--- config.mk ---
export PLATFORM = sky130hd
export DESIGN_NAME = counter_scheduler
export DESIGN_NICKNAME = d
export VERILOG_FILES = /design/src/rtl/counter_scheduler.sv
export SDC_FILE = /design/constraint.sdc
export NUM_CORES = 1
export LEC_CHECK = 0
export ABC_AREA = 1
export CAP_MARGIN = 20
export CORE_ASPECT_RATIO = 0.5
export CORE_UTILIZATION = 44
export DETAILED_ROUTE_END_ITERATION = 7
export GPL_ROUTABILITY_DRIVEN = 0
export MAX_ROUTING_LAYER = met4
export PLACE_DENSITY = 0.81
export SLEW_MARGIN = 20
export SYNTH_ARGS = -nofsm -noshare
export SYNTH_HDL_FRONTEND = slang
export SYNTH_SLANG_ARGS = --single-unit
--- constraint.sdc ---
create_clock -name clk -period 2.04 [get_ports clk]
set_input_delay 0.408 -clock clk [delete_from_list [all_inputs] [get_ports clk]]
set_output_delay 0.408 -clock clk [all_outputs]
set_load 0.05 [all_outputs]
--- src/rtl/counter_scheduler.sv ---
// rtl/counter_scheduler.sv - arbiter sharing one up/down counter between two requesters
module counter_scheduler #(
    parameter int W       = 5,
    parameter int TIMEOUT = 34
) (
    input  logic         clk,
    input  logic         rst,
    input  logic         req0,
    input  logic         dir0,
    input  logic [W-1:0] tgt0,
    input  logic         req1,
    input  logic         dir1,
    input  logic [W-1:0] tgt1,
    input  logic [W-1:0] cnt_val,
    output logic         mode,
    output logic         cnt_clr,
    output logic [1:0]   gnt,
    output logic [1:0]   done,
    output logic         err,
    output logic [W-1:0] result,
    output logic         busy
);

    // RUN-cycle counter only needs to reach TIMEOUT-1
    localparam int CW = (TIMEOUT > 1) ? $clog2(TIMEOUT) : 1;
    localparam logic [CW-1:0] CYC_LAST = CW'(TIMEOUT - 1);

    typedef enum logic [1:0] {
        IDLE = 2'd0,
        CLR  = 2'd1,
        RUN  = 2'd2,
        DONE = 2'd3
    } state_t;

    state_t          state;
    logic            owner;
    logic            last_owner;
    logic [W-1:0]    tgt_q;
    logic [CW-1:0]   cyc;
    logic            pick;
    logic [1:0]      owner_hot;

    // Round-robin choice: on a tie the requester that did not own the last session wins
    always_comb begin
        pick = 1'b0;
        if (req0 && req1) begin
            pick = ~last_owner;
        end else begin
            pick = req1;
        end
    end

    assign owner_hot = owner ? 2'b10 : 2'b01;

    // Session FSM; every output is a register updated here
    always_ff @(posedge clk or negedge rst) begin
        if (!rst) begin
            state      <= IDLE;
            mode       <= 1'b1;
            cnt_clr    <= 1'b0;
            gnt        <= 2'b00;
            done       <= 2'b00;
            err        <= 1'b0;
            result     <= '0;
            busy       <= 1'b0;
            last_owner <= 1'b1;
            owner      <= 1'b0;
            tgt_q      <= '0;
            cyc        <= '0;
        end else begin
            gnt     <= 2'b00;
            done    <= 2'b00;
            cnt_clr <= 1'b0;
            case (state)
                IDLE: begin
                    if (req0 || req1) begin
                        owner   <= pick;
                        mode    <= pick ? dir1 : dir0;
                        tgt_q   <= pick ? tgt1 : tgt0;
                        gnt     <= pick ? 2'b10 : 2'b01;
                        cnt_clr <= 1'b1;
                        busy    <= 1'b1;
                        state   <= CLR;
                    end
                end
                CLR: begin
                    cyc   <= '0;
                    state <= RUN;
                end
                RUN: begin
                    if (cnt_val == tgt_q) begin
                        result <= cnt_val;
                        err    <= 1'b0;
                        done   <= owner_hot;
                        state  <= DONE;
                    end else if (cyc == CYC_LAST) begin
                        result <= cnt_val;
                        err    <= 1'b1;
                        done   <= owner_hot;
                        state  <= DONE;
                    end else begin
                        cyc <= cyc + 1'b1;
                    end
                end
                DONE: begin
                    last_owner <= owner;
                    busy       <= 1'b0;
                    state      <= IDLE;
                end
                default: state <= IDLE;
            endcase
        end
    end

endmodule

==> flow_metrics.env <==
export IMPL_grt_pass1_wl_mm=5.333
export IMPL_yosysWarnings=0
export IMPL_place_port_buffers=33
export IMPL_seq_area_frac_synth=0.4934
export IMPL_cts_htree_levels=1
export IMPL_initial_utilization=0.4676
export IMPL_slew_viol_final=0
export IMPL_drive_above_1_share=0.1063
export IMPL_io_pins=34
export IMPL_row_count=14
export IMPL_post_route_util=0.6034
export IMPL_cts_buffers=3
export IMPL_ctsHoldBuffers=0
export IMPL_crit_path_start_kind="flip-flop"
export IMPL_fp_dieW_um=82.49
export IMPL_synth_compound_area_frac=0.05707
export IMPL_root_buffer="clkbuf_8"
export IMPL_hold_viol=0
export IMPL_synthCells=171
export IMPL_synth_simple_gate_area_frac=0.3126
export IMPL_design_area_um2=1839
export IMPL_worst_setup_path_end_kind="output port"
export IMPL_cts_resized=0
export IMPL_routedWlPerCell_um=12.27
export IMPL_path_cells="clkdlybuf4s50_1"
export IMPL_skew_ns=0.002316
export IMPL_nets=235
export IMPL_cp_max_fo=2
export IMPL_area_growth_pct=29.06
export IMPL_cts_tree="done"
export IMPL_gr_total_overflow=0
export IMPL_vias=1201
export IMPL_hold_path_class="flip-flop to flip-flop"
export IMPL_crit_slowest_cell="clkdlybuf4s50_1"
export IMPL_path_class="flip-flop to output port"
export IMPL_synth_adder_area_share=0.05268
export IMPL_reg2regPathDepth=6
export IMPL_dieHeight_um=42.24
export IMPL_clk_pin_slew_worst_paths_ns=0.09
export IMPL_drt_iter0_drc=47
export IMPL_grt_pass1_vias=1177
export IMPL_n_antenna_cell=0
export IMPL_via_per_inst=4.862
export IMPL_cts_path_max_buffers=2
export IMPL_setup_viol=0
export IMPL_required_ns=1.63
export IMPL_syn_area_per_cell_um2=8.334
export IMPL_wl_mm=3.031
export IMPL_dieArea_um2=3484
export IMPL_critPathBufInv=1
export IMPL_drtPass1Iterations=4
export IMPL_fin_crit_ns=1.855
export IMPL_ff2ff_setup_slack_ns=0.42
export IMPL_cap_violations=0
export IMPL_grt_max_degree=29
export IMPL_outcome="complete, no violations"
export IMPL_worst_pin_slew_ns=0.4955
export IMPL_post_place_ws_ns=0.1219
export IMPL_dpl_hpwl_mm=2.282
export IMPL_hold_path_depth=1
export IMPL_critPathMaxStageDelay_ns=0.81
export IMPL_yosysUniqueCellTypes=22
export IMPL_crit_arrival_ns=1.45
export IMPL_ant_nets=0
export IMPL_period_share=0.9093
export IMPL_power_leakage_nw=0.9213
export IMPL_power_density_nw_per_um2=1365
export IMPL_hold_path_endpoint="done[0]"
export IMPL_clkLatencyLatePin_ns=0.27
export IMPL_cts_setup_buffers=0
export IMPL_power_mw=2.511
export IMPL_synth_xor_area_frac=0.01229
export IMPL_core_area_um2=3048
export IMPL_fmax_mhz=539.1
export IMPL_tns_ns=0
export IMPL_relSlewSlack=0.6686
export IMPL_track_usage=0.2134
export IMPL_synthMuxAreaShare=0
export IMPL_min_from="owner"
export IMPL_rsz0062_at_grt="no"
export IMPL_rr_startpoint="state[0]"
export IMPL_placed_cell_area_um2=1794
export IMPL_rr_endpoint="cyc[3]"
export IMPL_syn_nets=198
export IMPL_peakVddDrop_mv=0.8382
export IMPL_finalWorstSetupSlack_ns=0.1850
export IMPL_post_route_drc_count=0
export IMPL_clock_sinks=28
export IMPL_antenna_found_initial=0
export IMPL_synth_area_um2=1425
export IMPL_fillers=276
export IMPL_ys_ff_latch=28
export IMPL_crit_family="buffers and inverters"
export IMPL_synth_top_family_by_area="simple AND/OR/NAND/NOR gates"
## cell type report
type / count / area, um^2 / area share
inverters: 21 / 78.83 / 0.04286
clock buffers: 4 / 45.04 / 0.02449
multi-input cells: 119 / 619.3 / 0.3367
repair buffers: 35 / 342.8 / 0.1864
well taps: 40 / 50.05 / 0.02721
flip-flops and latches: 28 / 703.2 / 0.3823
## Yosys cell counts (all sizes together)
| cell | count | area, um^2 |
|---|---|---|
| nor2 | 16 | 70.06 |
| or2 | 1 | 6.260 |
| nand2 | 59 | 239.0 |
| o211ai | 2 | 15.01 |
| dfstp | 2 | 52.55 |
| dfrtp | 26 | 650.6 |
| buf | 3 | 23.77 |
| o21ai | 8 | 40.04 |
| xnor2 | 1 | 8.760 |
| nand3 | 19 | 125.1 |
| ha | 6 | 75.07 |
| a21oi | 4 | 20.02 |
| xor2 | 1 | 8.760 |
| inv | 21 | 78.83 |
| o22ai | 1 | 6.260 |
| nor3 | 1 | 5.000 |
## worst max-delay path by stage
stage	cells after the start	from	slack, ns	endpoint
floorplan	8	state[0]	0.73	tgt_q[1]
global placement	11	cnt_val[4]	0.16	cyc[4]
detailed placement	11	cnt_val[4]	0.12	cyc[3]
CTS	1	result[3]	0.18	result[3]
global route	1	result[4]	0.15	result[4]
finish	1	result[3]	0.19	result[3]
## power breakdown
group	total, mW	switching, mW	internal, mW
registers	0.901	0.131	0.771
logic	1.30	0.858	0.447
clock network	0.304	0.164	0.140
total	2.51	1.15	1.36
## metal layers
| metal | up-vias | part of all wire | GRT usage |
|---|---|---|---|
| met2 | 20 | 0.50 | 0.3421 |
| met1 | 570 | 0.46 | 0.2772 |
| met3 | 4 | 0.032 | 0.05435 |
| li1 | 607 | - | - |
| met4 | 0 | 0.011 | 0.03860 |
| met5 | - | 0 | - |
## stage by stage
step | hold slack, ns | std cells
finish | 0.4510 | 247
global route | 0.4691 | 247
CTS | 0.4498 | 247
detailed placement | 0.4372 | 243
global placement | 0.4418 | 243
floorplan | 0.1124 | 171
## kinds of logic (layout without fill, tap and decap cells)
group | Yosys count | after routing
xor+xnor | 2 | 2
compound gates | 15 | 15
flops | 28 | 28
buf+inv | 24 | 60
fa+ha+maj | 6 | 6
simple gates | 96 | 96
## sequential cells by signal, summed over array words and instances, names as in the netlist
signal and flops:
last_owner 1, owner 1, done 2, busy 1, gnt 2, state 2
mode 1, tgt_q 5, err 1, result 5, cnt_clr 1, cyc 6
## cell usage in the layout (no fill, tap or decap), types with 2 or more instances in the layout
cell type	netlist	final
nand2_1	56	56
clkdlybuf4s50_1	0	32
dfrtp_1	26	26
inv_1	21	21
nand3_1	13	13
nor2_1	12	12
o21ai_0	8	8
nand3_2	6	6
ha_1	6	6
a21oi_1	4	4
nor2_2	4	4
clkbuf_8	0	3
buf_4	1	3
nand2_4	2	2
o211ai_1	2	2
dfstp_2	2	2
Note: power is estimated with default switching activity, not from simulation.
